==> config.mk <==
export PLATFORM = sky130hd
export DESIGN_NAME = ps2_keyboard_fifo_flat
export DESIGN_NICKNAME = d
export VERILOG_FILES = /design/src/rtl/ps2_keyboard_fifo_if.sv /design/src/rtl/ps2_keyboard_fifo.sv /design/src/flat_wrapper.sv
export SDC_FILE = /design/constraint.sdc
export NUM_CORES = 1
export LEC_CHECK = 0
export ABC_AREA = 0
export BUFFER_PORTS_ARGS = -buffer_cell sky130_fd_sc_hd__buf_2
export CAP_MARGIN = 20
export CORE_MARGIN = 1.5
export CORE_UTILIZATION = 30
export CTS_CLUSTER_DIAMETER = 30
export DETAILED_ROUTE_END_ITERATION = 10
export PLACE_DENSITY_LB_ADDON = 0.3
export SYNTH_ARGS = -nofsm -noshare
export SYNTH_HDL_FRONTEND = slang
export SYNTH_SLANG_ARGS = --single-unit
export TNS_END_PERCENT = 100
==> constraint.sdc <==
create_clock -name clk -period 2.6 [get_ports clk]
set_input_delay 0.26 -clock clk [delete_from_list [all_inputs] [get_ports clk]]
set_output_delay 0.26 -clock clk [all_outputs]
set_load 0.02 [all_outputs]
==> src/rtl/ps2_keyboard_fifo_if.sv <==
// Keyboard-port signal bundle between PS/2 pins, MIO bus read strobe and the
// receiver/FIFO block.
interface ps2_keyboard_fifo_if;
    logic       ps2_clk;
    logic       ps2_data;
    logic       io_rdn;
    logic [7:0] key_data;
    logic       ready;
    logic       overflow;
    logic       frame_err;

    modport master (
        output ps2_clk, ps2_data, io_rdn,
        input  key_data, ready, overflow, frame_err
    );

    modport slave (
        input  ps2_clk, ps2_data, io_rdn,
        output key_data, ready, overflow, frame_err
    );
endinterface

==> src/rtl/ps2_keyboard_fifo.sv <==
// PS/2 keyboard frame receiver feeding an 8-entry scan-code FIFO that the CPU
// drains one byte per I/O read strobe.
module ps2_keyboard_fifo #(
    parameter int unsigned FIFO_AW        = 3,
    parameter int unsigned TIMEOUT_CYCLES = 5000
) (
    input  logic               clk,
    input  logic               rst,
    ps2_keyboard_fifo_if.slave kb
);
    localparam int unsigned DEPTH = 1 << FIFO_AW;
    localparam int unsigned CW    = FIFO_AW + 1;
    localparam int unsigned TW    = $clog2(TIMEOUT_CYCLES + 1);

    localparam logic [3:0] BC_IDLE  = 4'd0;
    localparam logic [3:0] BC_FIRST = 4'd1;
    localparam logic [3:0] BC_STOP  = 4'd10;

    logic          clk_s1, clk_s2, clk_s3;
    logic          dat_s1, dat_s2;
    logic          fall;
    logic [3:0]    bc, bc_nxt;
    logic [8:0]    sr, sr_nxt;
    logic [TW-1:0] tcnt, tcnt_nxt;
    logic          push_c, err_c;

    logic [7:0]         mem [DEPTH];
    logic [FIFO_AW-1:0] wr_ptr, rd_ptr, rd_nxt;
    logic [CW-1:0]      count, count_nxt;
    logic               io_rdn_q;
    logic               pop_c, full_c, do_push_c;

    // Two-flop synchronisers plus a history flop on the clock for edge detect
    always_ff @(posedge clk or posedge rst) begin
        if (rst) begin
            clk_s1 <= 1'b1;
            clk_s2 <= 1'b1;
            clk_s3 <= 1'b1;
            dat_s1 <= 1'b1;
            dat_s2 <= 1'b1;
        end else begin
            clk_s1 <= kb.ps2_clk;
            clk_s2 <= clk_s1;
            clk_s3 <= clk_s2;
            dat_s1 <= kb.ps2_data;
            dat_s2 <= dat_s1;
        end
    end

    assign fall = clk_s3 & ~clk_s2;

    // Receiver state register
    always_ff @(posedge clk or posedge rst) begin
        if (rst) begin
            bc   <= BC_IDLE;
            sr   <= '0;
            tcnt <= '0;
        end else begin
            bc   <= bc_nxt;
            sr   <= sr_nxt;
            tcnt <= tcnt_nxt;
        end
    end

    // sr collects data LSB-first then parity; ^sr is data XOR parity at stop time
    always_comb begin
        bc_nxt   = bc;
        sr_nxt   = sr;
        tcnt_nxt = tcnt;
        push_c   = 1'b0;
        err_c    = 1'b0;
        if (fall) begin
            tcnt_nxt = '0;
            if (bc == BC_IDLE) begin
                if (dat_s2) err_c  = 1'b1;
                else        bc_nxt = BC_FIRST;
            end else if (bc == BC_STOP) begin
                bc_nxt = BC_IDLE;
                if (dat_s2 && (^sr)) push_c = 1'b1;
                else                 err_c  = 1'b1;
            end else begin
                sr_nxt = {dat_s2, sr[8:1]};
                bc_nxt = bc + 4'd1;
            end
        end else if (bc == BC_IDLE) begin
            tcnt_nxt = '0;
        end else if (tcnt == TW'(TIMEOUT_CYCLES - 1)) begin
            bc_nxt   = BC_IDLE;
            tcnt_nxt = '0;
            err_c    = 1'b1;
        end else begin
            tcnt_nxt = tcnt + TW'(1);
        end
    end

    // A pop frees a slot in the same edge, so a full FIFO still accepts the push
    assign pop_c     = kb.io_rdn & ~io_rdn_q & kb.ready;
    assign full_c    = (count == CW'(DEPTH));
    assign do_push_c = push_c & (~full_c | pop_c);
    assign rd_nxt    = pop_c ? rd_ptr + FIFO_AW'(1) : rd_ptr;

    always_comb begin
        count_nxt = count;
        if (do_push_c && !pop_c)      count_nxt = count + CW'(1);
        else if (pop_c && !do_push_c) count_nxt = count - CW'(1);
    end

    always_ff @(posedge clk) begin
        if (do_push_c) mem[wr_ptr] <= sr[7:0];
    end

    // Head byte is registered from the post-update read pointer, bypassing a
    // byte that lands in the head slot on this same edge
    always_ff @(posedge clk or posedge rst) begin
        if (rst) begin
            io_rdn_q     <= 1'b1;
            wr_ptr       <= '0;
            rd_ptr       <= '0;
            count        <= '0;
            kb.ready     <= 1'b0;
            kb.overflow  <= 1'b0;
            kb.frame_err <= 1'b0;
            kb.key_data  <= '0;
        end else begin
            io_rdn_q     <= kb.io_rdn;
            rd_ptr       <= rd_nxt;
            count        <= count_nxt;
            kb.ready     <= (count_nxt != '0);
            kb.frame_err <= err_c;
            if (do_push_c)                  wr_ptr      <= wr_ptr + FIFO_AW'(1);
            if (push_c && full_c && !pop_c) kb.overflow <= 1'b1;
            kb.key_data <= (do_push_c && (wr_ptr == rd_nxt)) ? sr[7:0] : mem[rd_nxt];
        end
    end
endmodule
==> src/flat_wrapper.sv <==
// flat-port wrapper written by rule: the top's interface ports become plain ports
module ps2_keyboard_fifo_flat 
#(
    parameter int unsigned FIFO_AW        = 3,
    parameter int unsigned TIMEOUT_CYCLES = 5000
)
  (clk, rst, kb_ps2_clk, kb_ps2_data, kb_io_rdn, kb_key_data, kb_ready, kb_overflow, kb_frame_err);
  ps2_keyboard_fifo_if kb_i ();
  input  logic clk;
  input  logic rst;
  input wire logic [$bits(kb_i.ps2_clk)-1:0] kb_ps2_clk;
  input wire logic [$bits(kb_i.ps2_data)-1:0] kb_ps2_data;
  input wire logic [$bits(kb_i.io_rdn)-1:0] kb_io_rdn;
  output wire logic [$bits(kb_i.key_data)-1:0] kb_key_data;
  output wire logic [$bits(kb_i.ready)-1:0] kb_ready;
  output wire logic [$bits(kb_i.overflow)-1:0] kb_overflow;
  output wire logic [$bits(kb_i.frame_err)-1:0] kb_frame_err;
  assign kb_i.ps2_clk = kb_ps2_clk;
  assign kb_i.ps2_data = kb_ps2_data;
  assign kb_i.io_rdn = kb_io_rdn;
  assign kb_key_data = kb_i.key_data;
  assign kb_ready = kb_i.ready;
  assign kb_overflow = kb_i.overflow;
  assign kb_frame_err = kb_i.frame_err;
  ps2_keyboard_fifo #(.FIFO_AW(FIFO_AW), .TIMEOUT_CYCLES(TIMEOUT_CYCLES)) u_core (.clk(clk), .rst(rst), .kb(kb_i));
endmodule
After elaboration in Yosys (flattened, before gate mapping)
Memories as Yosys holds them, arrays and structs flattened. A register that Yosys moved wholly into a read port is not among the register bits.
Cells that the tools add are included.
{"block": "classes", "n_addsub": 6, "n_mul": 0, "div": 0, "n_lt_le_gt_ge": 0, "eq_ne": 5, "shift": 0, "mux": 25, "bitwise": 10, "n_reduce_logical": 13}
{"cell": "$mux W13", "n": 3}
{"cell": "$mux W4", "n": 8}
{"cell": "$add A13 B1 Y13 const B", "n": 1}
{"cell": "$eq A13 B13 Y1 const B", "n": 1}
{"cell": "$mux W1", "n": 13}
{"cell": "$reduce_xor A9 Y1", "n": 1}
{"cell": "$add A4 B1 Y4 const B", "n": 2}
{"cell": "$eq A4 B4 Y1 const B", "n": 2}
{"cell": "$add A3 B1 Y3 const B", "n": 2}
{"cell": "$reduce_and A3 Y1", "n": 2}
{"cell": "$logic_and A1 B1 Y1", "n": 5}
{"cell": "$not A1 Y1", "n": 5}
{"cell": "$and A1 B1 Y1", "n": 4}
{"cell": "$logic_not A4 Y1", "n": 1}
{"cell": "$reduce_bool A4 Y1", "n": 1}
{"cell": "$sub A4 B1 Y4 const B", "n": 1}
{"cell": "$mux W3", "n": 1}
{"cell": "$logic_not A1 Y1", "n": 2}
{"cell": "$ne A2 B1 Y1 const B", "n": 1}
{"cell": "$ne A2 B2 Y1 const B", "n": 1}
{"cell": "$reduce_bool A2 Y1", "n": 1}
{"cell": "$or A1 B1 Y1", "n": 1}
{"block": "totals", "register_bits": 45, "latchBits": 0, "ramBits": 64, "mem_bits_ro": 0, "input_bits": 5, "out_inout_bits": 11, "word_cells": 75, "memories": 1}
{"name": "u_core.mem", "words": 8, "width": 8, "read_ports": 1, "rd_ports_with_merged_regs": 1, "wr": 1, "line": "ps2_keyboard_fifo.sv:27", "rtl": "logic [7:0] mem [DEPTH];"}

Longest topological paths before layout
Gate-level depths: netlist of run 1.
{"block": "logic_depth", "depth_word": 12, "mapped_depth": 9, "depth_no_buf": 9}

Worst setup path before layout of run 1
No wires, ideal clock.
{"block": "synth_timing", "kind": "flip-flop to flip-flop", "start": "register u_core.sr[1]", "end": "memory u_core.mem[0][0] (enable)", "setup_time_ps": 395, "arrival_ps": 2489, "required_time_ps": 2205, "slack_ps": -284, "path_stages_with_launch": 6, "period_less_slack_ps": 2884, "cell_sequence": "dfrtp_1 xor3_1 nand4bb_2 mux2i_4 nand2_1 nor4_1"}
{"block": "synth_between", "elab_chain_len": 9}
{"element": "start: declaration", "line": "ps2_keyboard_fifo.sv:23", "rtl": "logic [8:0] sr, sr_nxt;"}
{"element": "start signal: assignment", "line": "ps2_keyboard_fifo.sv:60", "rtl": "sr <= sr_nxt;"}
{"element": "$reduce_xor A9 Y1", "line": "ps2_keyboard_fifo.sv:79", "rtl": "if (dat_s2 && (^sr)) push_c = 1'b1;"}
{"element": "$logic_and A1 B1 Y1", "line": "ps2_keyboard_fifo.sv:79"}
{"element": "$mux W1", "line": "ps2_keyboard_fifo.sv:79"}
{"element": "$mux W1", "line": "ps2_keyboard_fifo.sv:77", "rtl": "end else if (bc == BC_STOP) begin"}
{"element": "$mux W1", "line": "ps2_keyboard_fifo.sv:74", "rtl": "if (bc == BC_IDLE) begin"}
{"element": "$mux W1", "line": "ps2_keyboard_fifo.sv:72", "rtl": "if (fall) begin"}
{"element": "$and A1 B1 Y1", "line": "ps2_keyboard_fifo.sv:99", "rtl": "assign do_push_c = push_c & (~full_c | pop_c);"}
{"element": "$mux W1", "line": "ps2_keyboard_fifo.sv:109", "rtl": "if (do_push_c) mem[wr_ptr] <= sr[7:0];"}
{"element": "$mux W1 (implied by the code)", "line": "ps2_keyboard_fifo.sv:109"}
{"element": "end: declaration", "line": "ps2_keyboard_fifo.sv:27"}
No other way between the ends.

Worst setup path after layout of run 1
{"block": "layout_timing", "start": "register u_core.sr[2]", "end": "register u_core.kb.ready"}
{"block": "layout_between", "elab_chain_len": 12, "elab_cells_between_ends": 13, "classes_between": "mux (6); bitwise (1); reduce/logical (6)"}
{"element": "$reduce_xor A9 Y1 (*)", "line": "ps2_keyboard_fifo.sv:79"}
{"element": "$logic_and A1 B1 Y1 (*)", "line": "ps2_keyboard_fifo.sv:79"}
{"element": "$mux W1 (*)", "line": "ps2_keyboard_fifo.sv:79"}
{"element": "$mux W1 (*)", "line": "ps2_keyboard_fifo.sv:77"}
{"element": "$mux W1 (*)", "line": "ps2_keyboard_fifo.sv:74"}
{"element": "$mux W1 (*)", "line": "ps2_keyboard_fifo.sv:72"}
{"element": "$and A1 B1 Y1 (*)", "line": "ps2_keyboard_fifo.sv:99"}
{"element": "$logic_not A1 Y1", "line": "ps2_keyboard_fifo.sv:105", "rtl": "else if (pop_c && !do_push_c) count_nxt = count - CW'(1);"}
{"element": "$logic_and A1 B1 Y1", "line": "ps2_keyboard_fifo.sv:105"}
{"element": "$mux W4", "line": "ps2_keyboard_fifo.sv:105"}
{"element": "$mux W4 (*)", "line": "ps2_keyboard_fifo.sv:104", "rtl": "if (do_push_c && !pop_c) count_nxt = count + CW'(1);"}
{"element": "via u_core.count_nxt[2]", "line": "ps2_keyboard_fifo.sv:29", "rtl": "logic [CW-1:0] count, count_nxt;"}
{"element": "$reduce_bool A4 Y1 (*)", "line": "ps2_keyboard_fifo.sv:128", "rtl": "kb.ready <= (count_nxt != '0);"}
{"element": "end signal: assignment", "line": "ps2_keyboard_fifo.sv:128"}
{"element": "end: declaration", "line": "ps2_keyboard_fifo_if.sv:19", "rtl": "output key_data, ready, overflow, frame_err"}
Mark *: on every way through the listed nets, which the timed path passes. The rest lies on a longest branch.
A chain may end at the register's enable or synchronous reset.

==> results of run 1 <==
==> worst min path at each step <==
stage	slack (ns)	start	cells after the start	end
2_1_floorplan	0.26	kb_ps2_clk	0	u_core.clk_s1
3_3_place_gp	0.35	u_core.dat_s1	0	u_core.dat_s2
3_5_place_dp	0.35	u_core.dat_s1	0	u_core.dat_s2
4_1_cts	0.06	rst	3	u_core.tcnt[3]
5_1_grt	0.10	rst	3	u_core.tcnt[2]
6_report	0.03	rst	3	u_core.tcnt[3]
==> area by class of cell <==
class | instances | area, sq um
fill | 1818 | 11900
sequential | 117 | 3260
multi-input combinational | 322 | 2310
clock buffer | 19 | 433
timing repair buffer | 45 | 333
tap | 234 | 293
clock inverter | 13 | 86.3
inverter | 11 | 41.3
==> synthesized netlist by cell type, drive strengths merged <==
cell type	instances	share of area, %
a31oi	1	0.11
nand3b	1	0.20
dfrtp	47	21
o22ai	1	0.11
o22a	1	0.15
and3b	2	0.31
a2bb2oi	1	0.26
nor3	6	0.53
or4	3	0.40
o21ai	11	0.97
a32oi	16	2.5
a31o	2	0.31
inv	11	0.73
edfxtp	64	34
xnor3	1	0.42
ha	8	1.8
a21oi	21	1.9
clkbuf	16	1.1
and2	5	0.57
o31ai	1	0.13
nor4	1	0.11
mux2	16	3.2
o2111ai	1	0.26
xor2	12	1.9
dfstp	6	2.8
xnor2	14	2.2
nand2b	4	0.44
nand4	4	0.44
nor2b	18	2.0
nor2	30	2.0
o211ai	1	0.13
nand4bb	1	0.29
nand3	7	0.62
a22o	1	0.18
xor3	1	0.42
or4bb	1	0.20
a211oi	16	2.1
buf	9	0.60
nand2	63	4.2
mux2i	50	9.0
==> worst max-delay path, stage by stage, from the launching register on <==
cell	delay, ns
sky130_fd_sc_hd__dfrtp_1	0.38
sky130_fd_sc_hd__xor2_1	0.17
sky130_fd_sc_hd__xnor3_2	0.49
sky130_fd_sc_hd__mux2i_4	0.25
sky130_fd_sc_hd__buf_4	0.16
sky130_fd_sc_hd__a31o_2	0.21
sky130_fd_sc_hd__a21oi_1	0.11
sky130_fd_sc_hd__a21oi_1	0.06
sky130_fd_sc_hd__or4_1	0.51
==> sequential cells by signal (all words and copies together), names as in the netlist, 3 cells and up <==
signal	count
u_core.count	4
u_core.bc	4
u_core.mem	64
u_core.wr_ptr	3
u_core.kb.key_data	8
u_core.sr	9
u_core.rd_ptr	3
u_core.tcnt	13
==> routing by layer <==
metal	up-vias	wire [um]	GRT usage, %	share of wire, %
met5	-	0	0	0
met4	0	50	3.95	0.42
met3	4	561	4.00	4.8
met2	64	5910	21.4	50
met1	1805	5240	16.1	45
li1	1803	-	-	-
==> cells by family (layout without fill, tap and decap cells) <==
kind of cell               after synthesis  in the layout  share of synthesized area [%]
and+or+nand+nor                        146            146                           12.3
DFF                                    117            117                           57.4
AOI/OAI and AO/OA                       74             74                           9.06
muxes                                   66             66                           12.2
buffers and inverters                   36             88                           2.38
xor gates and xnor gates                28             28                           4.85
adders and majority gates                8              8                           1.76
==> timing repair <==
item / in CTS / in global routing
setup endpoints to repair: 0 / 61
buffers inserted: 0 / 1
hold buffers: 3 / 0
hold endpoints to repair: 3 / 0
gates resized for setup: 0 / 3
==> cell usage in the layout (no fill, tap or decap), types with 5 or more instances in the layout <==
| master | instances |
|---|---|
| sky130_fd_sc_hd__nor3_1 | 5 |
| sky130_fd_sc_hd__nand3_1 | 7 |
| sky130_fd_sc_hd__mux2i_1 | 49 |
| sky130_fd_sc_hd__nor2b_1 | 18 |
| sky130_fd_sc_hd__inv_1 | 10 |
| sky130_fd_sc_hd__clkbuf_16 | 17 |
| sky130_fd_sc_hd__a32oi_1 | 16 |
| sky130_fd_sc_hd__dfrtp_1 | 45 |
| sky130_fd_sc_hd__buf_4 | 25 |
| sky130_fd_sc_hd__xnor2_1 | 14 |
| sky130_fd_sc_hd__nand2_1 | 62 |
| sky130_fd_sc_hd__a21oi_1 | 21 |
| sky130_fd_sc_hd__a211oi_1 | 16 |
| sky130_fd_sc_hd__o21ai_0 | 9 |
| sky130_fd_sc_hd__ha_1 | 6 |
| sky130_fd_sc_hd__xor2_1 | 12 |
| sky130_fd_sc_hd__clkinv_2 | 5 |
| sky130_fd_sc_hd__mux2_2 | 16 |
| sky130_fd_sc_hd__edfxtp_1 | 64 |
| sky130_fd_sc_hd__dfstp_2 | 6 |
| sky130_fd_sc_hd__nor2_1 | 29 |
| sky130_fd_sc_hd__buf_2 | 15 |
==> per-stage QoR <==
| step | TNS, ns | hold WS, ns | instances |
|---|---|---|---|
| after global placement | 0 | 0.346 | 725 |
| after global routing | 0 | 0.102 | 761 |
| after detailed placement | 0 | 0.350 | 725 |
| after floorplan | -2.52 | 0.264 | 475 |
| after CTS | 0 | 0.0622 | 760 |
| final | 0 | 0.0346 | 761 |
==> power groups by stage <==
stage	clock network, W	logic (W)	registers [W]
floorplan	0	0.00201	0.00267
global placement	0	0.00288	0.00256
CTS	0.00209	0.00297	0.00254
global route	0.00218	0.00324	0.00258
finish	0.00203	0.00294	0.00254
detailed placement	0	0.00296	0.00257
==> impl_metrics.prom, run 1 <==
# TYPE chip_impl_metric gauge
chip_impl_metric{name="die_width",unit="um"} 141
chip_impl_metric{name="tightestPinTransition",unit="ns"} 0.712
chip_impl_metric{name="route.detailed.vias_per_inst",unit=""} 4.83
chip_impl_metric{name="num_vias",unit=""} 3676
chip_impl_metric{name="final.setup.worst_slack",unit="ns"} 0.129
chip_impl_metric{name="timing_hold_violations_final",unit=""} 0
chip_impl_metric{name="power.combinational.fraction",unit="%"} 39.2
chip_impl_metric{name="period_share",unit="%"} 95.0
chip_impl_metric{name="final_core_util",unit="%"} 36.2
chip_impl_metric{name="final_antenna_net_count",unit=""} 0
chip_impl_metric{name="post_route_cells_drive_above_1_share",unit="%"} 21.3
chip_impl_metric{name="clk_transition_reported_paths",unit="ns"} 0.05
chip_impl_metric{name="drt_pass1_iterations",unit=""} 4
chip_impl_metric{name="starting_utilization_of_the_core_area",unit="%"} 30.4
chip_impl_metric{name="grt_util_all_layers",unit="%"} 12.9
chip_impl_metric{name="boundaryPins",unit=""} 16
chip_impl_metric{name="core.rowCount",unit=""} 50
chip_impl_metric{name="cts-htree-levels",unit=""} 4
chip_impl_metric{name="rr_worst_depth",unit=""} 8
chip_impl_metric{name="starting_drc_count_in_detailed_routing",unit=""} 169
chip_impl_info{name="reg2reg_to",value="u_core.kb.ready"} 1
chip_impl_metric{name="grt_max_degree",unit=""} 54
chip_impl_info{name="timing_worst_setup_path_type",value="reg -> reg"} 1
chip_impl_metric{name="netlist-cell-type-count",unit=""} 46
chip_impl_metric{name="fmax",unit="MHz"} 405
chip_impl_metric{name="setup.reg_to_reg.worst_slack",unit="ns"} 0.13
chip_impl_metric{name="final_cell_area",unit="sq mm"} 0.00675
chip_impl_metric{name="grt_overflow",unit=""} 0
chip_impl_metric{name="power.share.clock",unit="%"} 27.0
chip_impl_metric{name="crit_arrival",unit="ns"} 2.75
chip_impl_metric{name="synthesis.area_per_instance",unit="sq um"} 11.9
chip_impl_metric{name="finClkSkew",unit="ns"} 0.0117
chip_impl_metric{name="power.ir.vdd_worst",unit="mV"} 0.502
chip_impl_info{name="setup.worst_path.end_class",value="register"} 1
chip_impl_metric{name="final_net_count",unit=""} 527
chip_impl_metric{name="powerDensity",unit="mW/mm^2"} 1110
chip_impl_metric{name="numClockSinks",unit=""} 117
chip_impl_metric{name="p_leak",unit="nW"} 2.67
chip_impl_metric{name="synth.ff_latch_count",unit=""} 117
chip_impl_info{name="rsz_0062_raised_after_global_routing",value="false"} 1
chip_impl_metric{name="switching_share",unit="%"} 35.4
chip_impl_metric{name="internal_power_of_the_cells",unit="W"} 0.00485
chip_impl_metric{name="wire_length_after_detailed_routing",unit="um"} 11800
chip_impl_metric{name="area.growth.synth_to_final",unit="%"} 19.1
chip_impl_metric{name="io_buffers",unit=""} 15
chip_impl_metric{name="cts-root-to-sink-buffers",unit=""} 2
chip_impl_metric{name="synth_area",unit="sq mm"} 0.00567
chip_impl_metric{name="die-height",unit="um"} 141
chip_impl_metric{name="pre_cts_slack",unit="ns"} 0.0820
chip_impl_metric{name="ys_seq_area_share",unit="%"} 57.4
chip_impl_metric{name="global_route_wire_length_before_repair",unit="um"} 19500
chip_impl_metric{name="report.final.setup_viol",unit=""} 0
chip_impl_metric{name="synth_cells",unit=""} 475
chip_impl_metric{name="critPathRequiredTime",unit="ns"} 2.88
chip_impl_metric{name="post_dp_cell_area",unit="sq mm"} 0.00618
chip_impl_info{name="cp-endpoint",value="u_core.kb.ready"} 1
chip_impl_metric{name="layout_min_cycle_time",unit="ns"} 2.47
chip_impl_info{name="cp-start-kind",value="register"} 1
chip_impl_metric{name="mappedNetlistNets",unit=""} 488
chip_impl_metric{name="maxSlewViolCount",unit=""} 0
chip_impl_metric{name="power.switching",unit="W"} 0.00265
chip_impl_metric{name="grt_antenna_before_repair",unit=""} 0
chip_impl_metric{name="grt_pass1_vias",unit=""} 3840
chip_impl_metric{name="wire_per_inst",unit="um"} 15.5
chip_impl_metric{name="power_frac_seq",unit="%"} 33.8
chip_impl_metric{name="antenna_cells",unit=""} 0
chip_impl_metric{name="drc",unit=""} 0
chip_impl_metric{name="max_cap_viol_count",unit=""} 0
chip_impl_info{name="r2r-start",value="u_core.sr[2]"} 1
chip_impl_metric{name="detailed_place_hpwl",unit="um"} 7650
chip_impl_info{name="tritoncts",value="done"} 1
chip_impl_metric{name="placeableCoreArea",unit="sq mm"} 0.0186
chip_impl_metric{name="worstPathMaxFanout",unit=""} 8
chip_impl_metric{name="clock_insertion_delay_at_the_later_pin_of_the_skew_report",unit="ns"} 0.41
chip_impl_info{name="timing.hold.worst.class",value="in -> async"} 1
chip_impl_info{name="clockRootBuffer",value="sky130_fd_sc_hd__clkbuf_16"} 1
chip_impl_metric{name="cts_inserted_buffers",unit=""} 17
chip_impl_info{name="source_of_the_critical_timing_path",value="u_core.sr[2]"} 1
chip_impl_metric{name="yosys_warnings",unit=""} 0
chip_impl_metric{name="die_area",unit="sq mm"} 0.0197
chip_impl_metric{name="finalWeightedCongestion",unit=""} 0.784
chip_impl_metric{name="total_power",unit="W"} 0.00751
chip_impl_metric{name="worst_slew_margin_rel",unit="%"} 52.3
chip_impl_info{name="run_status",value="completed"} 1
Power figures use the tool's default switching activity.
==> run 2: changes to the inputs <==
SETUP_SLACK_MARGIN = 0.3   (was unset)
==> impl_metrics.prom, run 2 (synthesis gave the netlist of run 1 again) <==
# TYPE chip_impl_metric gauge
chip_impl_metric{name="die-height",unit="um"} 141
chip_impl_metric{name="detailed_place_hpwl",unit="um"} 7790
chip_impl_metric{name="drc",unit=""} 0
chip_impl_metric{name="max_cap_viol_count",unit=""} 0
chip_impl_metric{name="tightestPinTransition",unit="ns"} 0.822
chip_impl_metric{name="report.final.setup_viol",unit=""} 0
chip_impl_metric{name="starting_utilization_of_the_core_area",unit="%"} 30.4
chip_impl_info{name="run_status",value="completed"} 1
chip_impl_metric{name="grt_antenna_before_repair",unit=""} 0
chip_impl_info{name="biggestRegsByFlops",value="u_core.mem x64, u_core.tcnt x13, u_core.sr x9"} 1
chip_impl_metric{name="numClockSinks",unit=""} 117
chip_impl_info{name="register_with_the_highest_flop_count",value="u_core.mem"} 1
chip_impl_metric{name="die_width",unit="um"} 141
chip_impl_metric{name="grt_util_all_layers",unit="%"} 13.5
chip_impl_metric{name="final_antenna_net_count",unit=""} 0
chip_impl_info{name="timing_worst_setup_path_type",value="reg -> reg"} 1
chip_impl_metric{name="largest_register_ffs",unit=""} 64
chip_impl_metric{name="starting_drc_count_in_detailed_routing",unit=""} 164
chip_impl_info{name="source_of_the_critical_timing_path",value="u_core.sr[7]"} 1
chip_impl_metric{name="fmax",unit="MHz"} 420
chip_impl_metric{name="drt_pass1_iterations",unit=""} 5
chip_impl_metric{name="placeableCoreArea",unit="sq mm"} 0.0186
chip_impl_metric{name="wire_per_inst",unit="um"} 15.9
chip_impl_metric{name="totalNegativeSetupSlack",unit="ns"} 0
chip_impl_metric{name="antenna_cells",unit=""} 0
chip_impl_metric{name="maxSlewViolCount",unit=""} 0
chip_impl_metric{name="die_area",unit="sq mm"} 0.0197
chip_impl_metric{name="p_leak",unit="nW"} 2.70
chip_impl_metric{name="powerDensity",unit="mW/mm^2"} 1100
chip_impl_metric{name="worst_slew_margin_rel",unit="%"} 45.1
chip_impl_metric{name="layout_min_cycle_time",unit="ns"} 2.38
chip_impl_metric{name="area.growth.synth_to_final",unit="%"} 22.9
chip_impl_metric{name="critPathRequiredTime",unit="ns"} 2.89
chip_impl_metric{name="rr_worst_depth",unit=""} 7
chip_impl_info{name="timing.hold.worst.class",value="in -> async"} 1
chip_impl_metric{name="core.rowCount",unit=""} 50
chip_impl_metric{name="pre_cts_slack",unit="ns"} 0.153
chip_impl_metric{name="worstPathMaxFanout",unit=""} 8
chip_impl_metric{name="num_vias",unit=""} 3727
chip_impl_metric{name="clock_insertion_delay_at_the_later_pin_of_the_skew_report",unit="ns"} 0.42
chip_impl_metric{name="timing_hold_violations_final",unit=""} 0
chip_impl_info{name="rsz_0062_raised_after_global_routing",value="true"} 1
chip_impl_info{name="clockRootBuffer",value="sky130_fd_sc_hd__clkbuf_16"} 1
chip_impl_metric{name="period_share",unit="%"} 91.6
chip_impl_metric{name="boundaryPins",unit=""} 16
chip_impl_metric{name="final.hold.worst_slack",unit="ns"} 0.00208
chip_impl_metric{name="clk_transition_reported_paths",unit="ns"} 0.06
chip_impl_metric{name="power.ir.vdd_worst",unit="mV"} 0.547
chip_impl_metric{name="post_route_cells_drive_above_1_share",unit="%"} 24.2
chip_impl_metric{name="global_route_wire_length_before_repair",unit="um"} 20500
chip_impl_metric{name="grt_pass1_vias",unit=""} 4015
chip_impl_info{name="commonest_cells_after_routing_fill_and_taps_aside",value="64 x sky130_fd_sc_hd__edfxtp_1, 60 x sky130_fd_sc_hd__nand2_1, 49 x sky130_fd_sc_hd__mux2i_1"} 1
chip_impl_metric{name="grt_max_degree",unit=""} 49
chip_impl_metric{name="final_net_count",unit=""} 530
chip_impl_metric{name="io_buffers",unit=""} 15
chip_impl_info{name="tritoncts",value="done"} 1
chip_impl_metric{name="final.setup.worst_slack",unit="ns"} 0.217
chip_impl_info{name="cp-start-kind",value="register"} 1
chip_impl_metric{name="route.detailed.vias_per_inst",unit=""} 4.88
chip_impl_metric{name="crit_arrival",unit="ns"} 2.67
chip_impl_info{name="final_common_cell",value="sky130_fd_sc_hd__edfxtp_1"} 1
chip_impl_metric{name="finClkSkew",unit="ns"} 0.00878
chip_impl_metric{name="cts-root-to-sink-buffers",unit=""} 2
chip_impl_metric{name="wire_length_after_detailed_routing",unit="um"} 12100
chip_impl_metric{name="grt_overflow",unit=""} 0
chip_impl_info{name="setup.worst_path.end_class",value="register"} 1
chip_impl_metric{name="finalWeightedCongestion",unit=""} 0.747
chip_impl_metric{name="cts_inserted_buffers",unit=""} 17
chip_impl_info{name="r2r-start",value="u_core.sr[7]"} 1
chip_impl_metric{name="cts-htree-levels",unit=""} 4
[run 2: cell count changes in the layout (fill, tap and decap cells not counted), moves of 3 or more]
cell,change
sky130_fd_sc_hd__dfrtp_2,+3
sky130_fd_sc_hd__nor2_4,+3
sky130_fd_sc_hd__buf_6,+5
sky130_fd_sc_hd__buf_4,-5
sky130_fd_sc_hd__clkbuf_1,+3
sky130_fd_sc_hd__nor2_1,-4
sky130_fd_sc_hd__buf_12,+3
sky130_fd_sc_hd__dfrtp_1,-3
sky130_fd_sc_hd__nor3_4,+4
sky130_fd_sc_hd__nor3_1,-3
[run 2: final cells by class]
cell class | instances | area [sq um]
timing repair buffer | 48 | 412
clock inverter | 10 | 83.8
inverter | 11 | 41.3
multi-input combinational | 322 | 2430
clock buffer | 22 | 444
tap | 234 | 293
fill | 1803 | 11700
sequential | 117 | 3260
[run 2: repair_timing]
action,in CTS,in global routing
hold buffers,3,0
endpoints found under the setup margin,73,73
hold endpoints to repair,3,0
resized for setup,10,4
pin swaps,6,2
setup buffers,5,1
[run 2: layer usage]
layer | global-route usage [%] | routed length, um
met5 | 0 | 0
met2 | 22.6 | 6070
met1 | 16.4 | 5490
met4 | 5.54 | 190
met3 | 3.90 | 367
[run 2: worst paths after layout]
kind	slack (ns)	end
min	0.002	u_core.kb.frame_err
max reg2reg	0.22	u_core.kb.ready
max in group asynchronous	1.88	u_core.sr[3]
min in group clk	0.35	u_core.clk_s2
min reg2reg	0.35	u_core.clk_s2
max	0.22	u_core.kb.ready
[run 2: report_power, final]
group / switching (W) / total (W) / internal, W
Sequential: 0.000214 / 0.00255 / 0.00234
Clock: 0.000806 / 0.00210 / 0.00130
Combinational: 0.00166 / 0.00303 / 0.00137
Total: 0.00268 / 0.00768 / 0.00500
[run 2: worst max-delay path, stage by stage, from the launching register on]
cell and delay, ns:
sky130_fd_sc_hd__dfrtp_2 0.40, sky130_fd_sc_hd__xnor2_1 0.15, sky130_fd_sc_hd__xnor3_2 0.48, sky130_fd_sc_hd__mux2i_4 0.25, sky130_fd_sc_hd__nor2_2 0.22, sky130_fd_sc_hd__a22o_2 0.18, sky130_fd_sc_hd__a21oi_1 0.07, sky130_fd_sc_hd__or4_1 0.52
[run 2: stage by stage]
stage	power (W)	std cells	util, %	area, sq um
3_5_place_dp	0.00553	723	33.7	6280
5_1_grt	0.00815	764	37.4	6970
6_report	0.00768	764	37.4	6970
3_3_place_gp	0.00543	723	33.7	6280
4_1_cts	0.00776	763	37.3	6950
2_1_floorplan	0.00471	475	-	5800
